### src/rtl/lin_rx_frame.sv
// LIN-style frame receiver: break detection, sync/PID/data/checksum decoding,
// and a small receive FIFO feeding the read-only RX APB register inputs.
module lin_rx_frame #(
    parameter int BIT_CLKS   = 16,
    parameter int FIFO_DEPTH = 4
) (
    input  logic        PCLK_rx,
    input  logic        PRESETn_rx,
    input  logic        rx_i,
    input  logic        read_enable_rx,
    output logic [11:0] reg_receive_rx,
    output logic [7:0]  reg_id_rx,
    output logic [15:0] reg_data_field_rx,
    output logic [7:0]  reg_command_rx,
    output logic [7:0]  reg_status_rx
);

    localparam int CW = $clog2(14 * BIT_CLKS + 1);
    localparam int PW = $clog2(FIFO_DEPTH);
    localparam int FW = PW + 1;

    localparam logic [CW-1:0] BRK_LAST  = CW'(13 * BIT_CLKS - 1);
    localparam logic [CW-1:0] HALF_LAST = CW'(BIT_CLKS / 2 - 1);
    localparam logic [CW-1:0] BIT_LAST  = CW'(BIT_CLKS - 1);
    localparam logic [CW-1:0] TMO_LIMIT = CW'(14 * BIT_CLKS);

    typedef enum logic [2:0] {
        ST_IDLE, ST_BREAK, ST_DELIM, ST_START, ST_DATA, ST_STOP
    } state_t;

    typedef enum logic [2:0] {
        SL_SYNC, SL_PID, SL_D0, SL_D1, SL_CKS
    } slot_t;

    logic          rx_meta, rxs;
    state_t        state;
    slot_t         slot;
    logic [CW-1:0] cnt;
    logic [2:0]    bit_idx;
    logic [7:0]    shift;
    logic [7:0]    d0_q;
    logic [7:0]    cks_acc;
    logic          pid_err_q;
    logic [5:0]    flags;

    logic [11:0]   mem [FIFO_DEPTH];
    logic [PW-1:0] wr_ptr, rd_ptr, rd_next;
    logic [FW-1:0] fill, fill_next;
    logic          ren_q;
    logic          empty_q, full_q;

    logic          stop_tick, push_req, push_ok, pop_req, overrun, fifo_full, pid_bad;
    logic [11:0]   push_entry, head_next;

    function automatic logic [7:0] eac_add(input logic [7:0] a, input logic [7:0] b);
        logic [8:0] s;
        s = {1'b0, a} + {1'b0, b};
        return s[7:0] + {7'b0, s[8]};
    endfunction

    always_ff @(posedge PCLK_rx or negedge PRESETn_rx) begin
        if (!PRESETn_rx) begin
            rx_meta <= 1'b1;
            rxs     <= 1'b1;
        end else begin
            rx_meta <= rx_i;
            rxs     <= rx_meta;
        end
    end

    always_comb begin
        stop_tick  = (state == ST_STOP) && (cnt == BIT_LAST);
        push_req   = stop_tick && rxs && ((slot == SL_D0) || (slot == SL_D1));
        push_entry = {slot == SL_D1, pid_err_q, 2'b00, shift};
        pid_bad    = (shift[6] != (shift[0] ^ shift[1] ^ shift[2] ^ shift[4])) ||
                     (shift[7] != ~(shift[1] ^ shift[3] ^ shift[4] ^ shift[5]));
        fifo_full  = (fill == FW'(FIFO_DEPTH));
        pop_req    = read_enable_rx && !ren_q && (fill != '0);
        push_ok    = push_req && (!fifo_full || pop_req);
        overrun    = push_req && fifo_full && !pop_req;
        fill_next  = fill + FW'(push_ok) - FW'(pop_req);
        rd_next    = pop_req ? rd_ptr + PW'(1) : rd_ptr;
        // The new head may be the entry being written this very cycle.
        if (fill_next == '0)
            head_next = '0;
        else if (push_ok && (rd_next == wr_ptr))
            head_next = push_entry;
        else
            head_next = mem[rd_next];
    end

    always_ff @(posedge PCLK_rx) begin
        if (push_ok)
            mem[wr_ptr] <= push_entry;
    end

    always_ff @(posedge PCLK_rx or negedge PRESETn_rx) begin
        if (!PRESETn_rx) begin
            wr_ptr         <= '0;
            rd_ptr         <= '0;
            fill           <= '0;
            ren_q          <= 1'b0;
            reg_receive_rx <= '0;
            empty_q        <= 1'b1;
            full_q         <= 1'b0;
        end else begin
            ren_q          <= read_enable_rx;
            if (push_ok)
                wr_ptr <= wr_ptr + PW'(1);
            rd_ptr         <= rd_next;
            fill           <= fill_next;
            reg_receive_rx <= head_next;
            empty_q        <= (fill_next == '0);
            full_q         <= (fill_next == FW'(FIFO_DEPTH));
        end
    end

    always_ff @(posedge PCLK_rx or negedge PRESETn_rx) begin
        if (!PRESETn_rx) begin
            state             <= ST_IDLE;
            slot              <= SL_SYNC;
            cnt               <= '0;
            bit_idx           <= '0;
            shift             <= '0;
            d0_q              <= '0;
            cks_acc           <= '0;
            pid_err_q         <= 1'b0;
            flags             <= '0;
            reg_id_rx         <= '0;
            reg_command_rx    <= '0;
            reg_data_field_rx <= '0;
        end else begin
            if (overrun)
                flags[5] <= 1'b1;
            case (state)
                ST_IDLE: begin
                    if (!rxs) begin
                        if (cnt == BRK_LAST) begin
                            state <= ST_BREAK;
                            cnt   <= '0;
                            flags <= '0;
                            slot  <= SL_SYNC;
                        end else begin
                            cnt <= cnt + CW'(1);
                        end
                    end else begin
                        cnt <= '0;
                    end
                end
                ST_BREAK: begin
                    if (rxs) begin
                        state <= ST_DELIM;
                        cnt   <= '0;
                    end
                end
                // Only the gaps after the sync byte are subject to the idle timeout.
                ST_DELIM: begin
                    if (!rxs) begin
                        state <= ST_START;
                        cnt   <= '0;
                    end else if (slot != SL_SYNC) begin
                        if (cnt == TMO_LIMIT) begin
                            flags[0] <= 1'b1;
                            state    <= ST_IDLE;
                            cnt      <= '0;
                        end else begin
                            cnt <= cnt + CW'(1);
                        end
                    end
                end
                ST_START: begin
                    if (cnt == HALF_LAST) begin
                        cnt <= '0;
                        if (rxs) begin
                            state <= ST_DELIM;
                        end else begin
                            state   <= ST_DATA;
                            bit_idx <= '0;
                        end
                    end else begin
                        cnt <= cnt + CW'(1);
                    end
                end
                ST_DATA: begin
                    if (cnt == BIT_LAST) begin
                        cnt   <= '0;
                        shift <= {rxs, shift[7:1]};
                        if (bit_idx == 3'd7)
                            state <= ST_STOP;
                        else
                            bit_idx <= bit_idx + 3'd1;
                    end else begin
                        cnt <= cnt + CW'(1);
                    end
                end
                ST_STOP: begin
                    if (cnt == BIT_LAST) begin
                        cnt   <= '0;
                        state <= ST_DELIM;
                        if (!rxs) begin
                            flags[0] <= 1'b1;
                            state    <= ST_IDLE;
                        end else begin
                            case (slot)
                                SL_SYNC: begin
                                    if (shift != 8'h55) begin
                                        flags[1] <= 1'b1;
                                        state    <= ST_IDLE;
                                    end else begin
                                        slot <= SL_PID;
                                    end
                                end
                                SL_PID: begin
                                    reg_id_rx      <= shift;
                                    reg_command_rx <= {2'b00, shift[5:0]};
                                    pid_err_q      <= pid_bad;
                                    if (pid_bad)
                                        flags[3] <= 1'b1;
                                    cks_acc        <= shift;
                                    slot           <= SL_D0;
                                end
                                SL_D0: begin
                                    d0_q    <= shift;
                                    cks_acc <= eac_add(cks_acc, shift);
                                    slot    <= SL_D1;
                                end
                                SL_D1: begin
                                    reg_data_field_rx <= {shift, d0_q};
                                    cks_acc           <= eac_add(cks_acc, shift);
                                    slot              <= SL_CKS;
                                end
                                SL_CKS: begin
                                    if (shift != ~cks_acc)
                                        flags[2] <= 1'b1;
                                    flags[4] <= 1'b1;
                                    state    <= ST_IDLE;
                                end
                                default: state <= ST_IDLE;
                            endcase
                        end
                    end else begin
                        cnt <= cnt + CW'(1);
                    end
                end
                default: state <= ST_IDLE;
            endcase
        end
    end

    assign reg_status_rx = {empty_q, full_q, flags};

endmodule

### config.mk
export PLATFORM = sky130hd
export DESIGN_NAME = lin_rx_frame
export DESIGN_NICKNAME = d
export VERILOG_FILES = /design/src/rtl/lin_rx_frame.sv
export SDC_FILE = /design/constraint.sdc
export NUM_CORES = 1
export LEC_CHECK = 0
export ABC_AREA = 1
export BUFFER_PORTS_ARGS = -buffer_cell sky130_fd_sc_hd__buf_2
export CORE_MARGIN = 4
export CORE_UTILIZATION = 60
export CTS_CLUSTER_DIAMETER = 40
export DETAILED_ROUTE_END_ITERATION = 10
export GPL_TIMING_DRIVEN = 0
export PLACE_DENSITY = 0.89
export SYNTH_ARGS = -nofsm -noshare
export SYNTH_HDL_FRONTEND = slang
export SYNTH_SLANG_ARGS = --single-unit
### constraint.sdc
create_clock -name PCLK_rx -period 5.8 [get_ports PCLK_rx]
set_input_delay 1.16 -clock PCLK_rx [delete_from_list [all_inputs] [get_ports PCLK_rx]]
set_output_delay 1.16 -clock PCLK_rx [all_outputs]
set_load 0.03 [all_outputs]
; Yosys cells after proc, flatten, opt, wreduce, memory -nomap -nowiden
; Memories as Yosys holds them, arrays and structs flattened.
; Index checks and enable logic that the tools add are counted.
[word_totals]
word_cells = 191
ff_bits = 102
inputBits = 4
out_inout_bits = 52
memories = 1
ram_bits = 40
latch_bits = 0
rom_bits = 0
[mem_list]
columns = memory, words, width, rd, rd_clocked_by_memory_dff, wr, line_no
row1 = mem, 4, 10, 1, 0, 1, 46  ; logic [11:0] mem [FIFO_DEPTH];
[op_classes]
n_addsub = 8
n_div = 0
n_reduce_logical = 42
mul = 0
eq_ne = 45
n_bitwise = 8
n_shift = 0
order_cmp = 0
n_mux = 61
[ops]
columns = operator, count
row1 = $mux 8, 8
row2 = $mux 3, 20
row3 = $pmux 8 s5, 1
row4 = $ne 2x2->1 const B, 14
row5 = $reduce_and 7->1, 4
row6 = $mux 12, 2
row7 = $eq 3x3->1 const B, 6
row8 = $pmux 3 s6, 1
row9 = $eq 8x8->1 const B, 2
row10 = $pmux 8 s2, 1
row11 = $reduce_and 4->1, 4
row12 = $mux 1, 15
row13 = $eq 3x2->1 const B, 4
row14 = $mux 6, 2
row15 = $ne 2x1->1 const B, 6
row16 = $pmux 3 s2, 2
row17 = $pmux 3 s4, 1
row18 = $add 8x8->9, 1
row19 = $logic_and 1x1->1, 9
row20 = $logic_not 3->1, 3
row21 = $ne 3x3->1 const B, 3
row22 = $reduce_and 9->1, 1
row23 = $reduce_bool 3->1, 3
row24 = $add 8x1->8, 1
row25 = other kinds (33), 50

; Longest topological paths before layout
[depth]
depth_word = 11
ltp_mapped = 19
mapped_depth_nobuf = 19

; Least setup slack after synthesis
; OpenSTA, ideal clock, no wires.
[synth_timing]
kind = input port to flip-flop
from = in read_enable_rx
to = reg reg_receive_rx[0]
t_arrival_ns = 3.365
slack_ns = 2.319
setup_ns = 0.116
t_required_ns = 5.684
path_stages = 14
n_path_buf = 0
path_cell_list = nand3_1 -> inv_2 -> o21ai_4 -> ha_1 -> inv_1 -> ha_1 -> inv_1 -> fa_1 -> xnor2_1 -> xnor2_1 -> nor3_1 -> clkinv_1 -> nand2_1 -> nor2_1
[synth_via]
elab_chain_cells = 8
elab_cells_between_ends = 13
classes_between = add/sub (2) / eq/ne (1) / mux (3) / reduce/logical (6) / memory (1)
[synth_lines]
columns = item, line_no
row1 = start: declaration, 10  ; input logic read_enable_rx,
row2 = $logic_and 1x1->1 * (2 in series), 78  ; pop_req = read_enable_rx && !ren_q && (fill != '0);
row3 = $logic_or 1x1->1, 79  ; push_ok = push_req && (!fifo_full || pop_req);
row4 = $logic_and 1x1->1, 79
row5 = $add 3x1->3, 81  ; fill_next = fill + FW'(push_ok) - FW'(pop_req);
row6 = $sub 3x1->3 *, 81
row7 = named net fill_next[2], 48  ; logic [FW-1:0] fill, fill_next;
row8 = $logic_not 3->1 *, 84  ; if (fill_next == '0)
row9 = $mux 12 *, 84
row10 = named net head_next[0], 53  ; logic [11:0] push_entry, head_next;
row11 = end signal: assignment, 112  ; reg_receive_rx <= head_next;
row12 = end: declaration, 11  ; output logic [11:0] reg_receive_rx,
; Mark *: on every way through the listed nets, which the timed path passes. The rest lies on a longest branch.
; A chain may end at the register's enable or synchronous reset.

; Final worst setup path
[layout_timing]
from = in read_enable_rx
to = reg reg_receive_rx[1]
; Same word-level chain as after synthesis.

==> results.py <==
metrics = {
    "cts": {
        "cts_hold_buf": 0,
        "clk_path_buf_depth": 2,
        "clk_pin_slew_worst_paths_ns": 0.06,
        "cts_tree": "built",
        "htreeDepth": 4,
        "cts-root-buf": "clkbuf_16",
        "clk_latency_ns": 0.43,
        "ctsResizeCount": 0,
        "cts_buffers": 17,
        "clock-sinks": 134,
        "post_cts_buffers": 0,
    },
    "grt": {
        "grt_usage_pct": 26.44,
        "grt_pass1_vias": 5561,
        "grt_max_degree": 55,
        "antenna_found_initial": 0,
        "grt_first_pass_wirelength_mm": 26.85,
        "globalRouteOverflowTotal": 0,
    },
    "power_and_ir_drop": {
        "switching_share_pct": 22.99,
        "p_switching_mw": 0.4849,
        "seq_power_share_pct": 46.8,
        "power_mw": 2.110,
        "pwr_density_cell_nw_per_um2": 270.0,
        "vdd_ir_drop_max_mv": 0.1879,
        "power_frac_clock_pct": 50.5,
        "power.leakage_nw": 3.878,
        "p_comb_share_pct": 2.6,
        "cellInternalPower_mw": 1.625,
    },
    "die": {
        "coreArea_um2": 10940,
        "io_pins": 56,
        "die_x_um": 114.1,
        "rows": 38,
        "dieHeight_um": 114.1,
        "die-area_um2": 13010,
        "floorplan.initialDensity_pct": 61.73,
    },
    "worst_setup_path": {
        "crit_path_end_kind": "flop",
        "cp_data_arrival_time_ns": 4.00,
        "crit_end": "reg_receive_rx[1]",
        "r2r_cells": 16,
        "reg2reg_slack_ns": 2.11,
        "required_ns": 6.11,
        "path_buf_inv": 5,
        "critPathLaunch": "read_enable_rx",
        "reg2reg_from": "slot[2]",
        "worstSetupPathType": "input pin to flop",
        "worstReg2RegEnd": "reg_receive_rx[1]",
        "worstPathMaxFanout": 10,
        "crit_family": "adder cells",
        "path_cells": "buf_2 -> nand3_1 -> inv_2 -> o21ai_4 -> ha_1 -> inv_1 -> ha_1 -> inv_1 -> fa_1 -> xnor2_1 -> xnor2_1 -> nor3_1 -> clkinv_1 -> nand2_1 -> nor2_1",
        "crit_cells": 15,
        "critPathMaxStageDelay_ns": 0.37,
        "worst_path_max_delay_cell": "fa_1",
        "critPathLaunchType": "input pin",
    },
    "run_status": {
        "status": "finished clean",
    },
    "timing": {
        "fin_crit_ns": 3.691,
        "slew_viol_final": 0,
        "worst_pin_slew_ns": 0.9906,
        "maxSlewHeadroom_pct": 33.72,
        "finalHoldViolCount": 0,
        "fmax_mhz": 270.9,
        "rsz0062_at_grt": "no",
        "clock_skew_ns": 0.01184,
        "setup_tns_ns": 0,
        "finalSetupViolCount": 0,
        "post-route-period-util_pct": 63.64,
        "finalWorstSetupSlack_ns": 2.109,
    },
    "logic_synthesis": {
        "syn_area_um2": 6750,
        "yosys_warnings": 0,
        "synth_cell_types": 43,
        "synth_seq_cells": 134,
        "dominantRegCellSynth": "dfrtp_1",
        "syn_avg_cell_area_um2": 8.801,
        "synth_top_area_cell": "dfrtp_1",
        "synth.area.top_cells": "dfrtp_1 (34%), edfxtp_1 (18%), nand2_1 (11%)",
        "synthCells": 767,
        "synth_top_area_share_pct": 33.73,
        "async_reset_ff_share_pct": 70.15,
        "yosysSeqAreaShare_pct": 52.70,
        "synth-edff-count": 40,
    },
    "detailed_routing": {
        "via_per_inst": 5.670,
        "drc_errors": 0,
        "wl_per_cell_um": 16.52,
        "met1_length_mm": 6.220,
        "highest_layer": "met4",
        "postRouteWirelength_mm": 16.42,
        "vias": 5636,
        "dr_wl_met3_mm": 1.538,
        "drt_iter0_drc": 600,
        "postRouteAntennaNets": 0,
        "wl_met2_mm": 8.044,
        "dr.pass1.iters": 6,
    },
    "place": {
        "hpwl_mm": 10.64,
        "io_buffer_count": 51,
        "place.gp.congestion": 0.9106,
        "pre_cts_ws_ns": 1.749,
    },
    "job": {
        "drv_cap": 0,
    },
    "finish": {
        "drive_gt1_share_pct": 16.04,
        "syn2layout_area_growth_pct": 15.76,
        "diodes": 0,
        "fillers": 751,
        "layout.nets": 868,
    },
    "hold_path": {
        "worstHoldStart": "rx_meta",
        "hp-class": "flop to flop",
        "holdPathStages": 0,
    },
}
==> cell families after synthesis <==
group                    synth area share, %
AO/OA/AOI/OAI                          9.194
XOR/XNOR                               1.168
adder cells (fa/ha/maj)                4.486
buffers and inverters                  8.137
flip-flops                             52.70
multiplexers                           1.334
other                                0.05555
AND/OR/NAND/NOR                        22.93
==> flip-flops by register name, indices dropped and copies added (netlist names), 2 cells and up <==
signal and flops:
reg_data_field_rx 16, fill 3, d0_q 8, mem 40, cnt 8, cks_acc 8, reg_id_rx 8, bit_idx 3
reg_receive_rx 10, wr_ptr 2, rd_ptr 2, flags 6, shift 8, state 3, slot 3
==> power groups by stage <==
stage,clock (mW),combinational [mW],sequential [mW]
floorplan,0,0.0315,1.00
finish,1.07,0.0555,0.988
global placement,0,0.0502,1.01
CTS,1.07,0.0558,0.988
global route,1.12,0.0654,0.989
detailed placement,0,0.0551,1.01
==> through the flow <==
stage / hold slack [ns] / instance area, um^2 / cells / util, %
2_1_floorplan: 0.3452 / 6761 / 770 / -
3_3_place_gp: 0.3468 / 7192 / 961 / 65.77
3_5_place_dp: 0.3478 / 7222 / 962 / 66.04
4_1_cts: 0.3562 / 7814 / 994 / 71.45
5_1_grt: 0.3593 / 7814 / 994 / 71.45
6_report: 0.3552 / 7814 / 994 / 71.45
==> routing by layer <==
layer / track usage (%) / vias up
met5: 0 / -
met4: 13.06 / 0
met3: 7.981 / 66
met2: 43.79 / 311
met1: 31.46 / 2615
li1: - / 2644
==> synthesized netlist by cell type (all sizes together), types with 3 or more instances <==
cell,instances
nand3,51
clkbuf,8
edfxtp,40
o211ai,19
xnor2,6
nand2,206
a21oi,22
ha,21
dfrtp,91
nand4,13
xor2,3
dfstp,3
nor2,70
buf,20
mux2,8
o21ai,60
nor3,6
inv,103
==> area by class of cell <==
cell class / count / area (um^2) / share of cell area (%)
flip-flops and latches: 134 / 3557 / 45.52
clock inverters: 13 / 137.6 / 1.761
plain buffers: 28 / 158.9 / 2.034
well taps: 140 / 175.2 / 2.242
multi-input cells: 504 / 2655 / 33.98
inverters: 104 / 390.4 / 4.996
repair buffers: 52 / 285.3 / 3.651
clock buffers: 19 / 454.2 / 5.813
==> worst register-to-register path, cell delays in order (launching register included) <==
cell      delay (ns)
dfrtp_1         0.37
buf_2           0.18
nor2_2          0.35
inv_2           0.14
nor2_8          0.20
o21ai_4         0.15
ha_1            0.32
inv_1           0.07
ha_1            0.16
inv_1           0.05
fa_1            0.37
xnor2_1         0.15
xnor2_1         0.15
nor3_1          0.28
clkinv_1        0.36
nand2_1         0.19
nor2_1          0.07
==> layout by cell type (no fill, tap or decap), drive strengths merged, types with 8 or more instances in the layout <==
master / netlist / routed
nand2: 206 / 206
nand3: 51 / 51
nand4: 13 / 13
nor2: 70 / 70
dfrtp: 91 / 91
buf: 20 / 72
inv: 103 / 109
edfxtp: 40 / 40
ha: 21 / 21
o21ai: 60 / 60
a21oi: 22 / 22
clkbuf: 8 / 27
o211ai: 19 / 19
mux2: 8 / 8
==> worst min-delay path by stage <==
stage | end | slack, ns
finish | rxs | 0.36
global route | rxs | 0.36
CTS | rxs | 0.36
detailed placement | rxs | 0.35
global placement | rxs | 0.35
floorplan | rxs | 0.35
(Power assumes the default switching activity.)
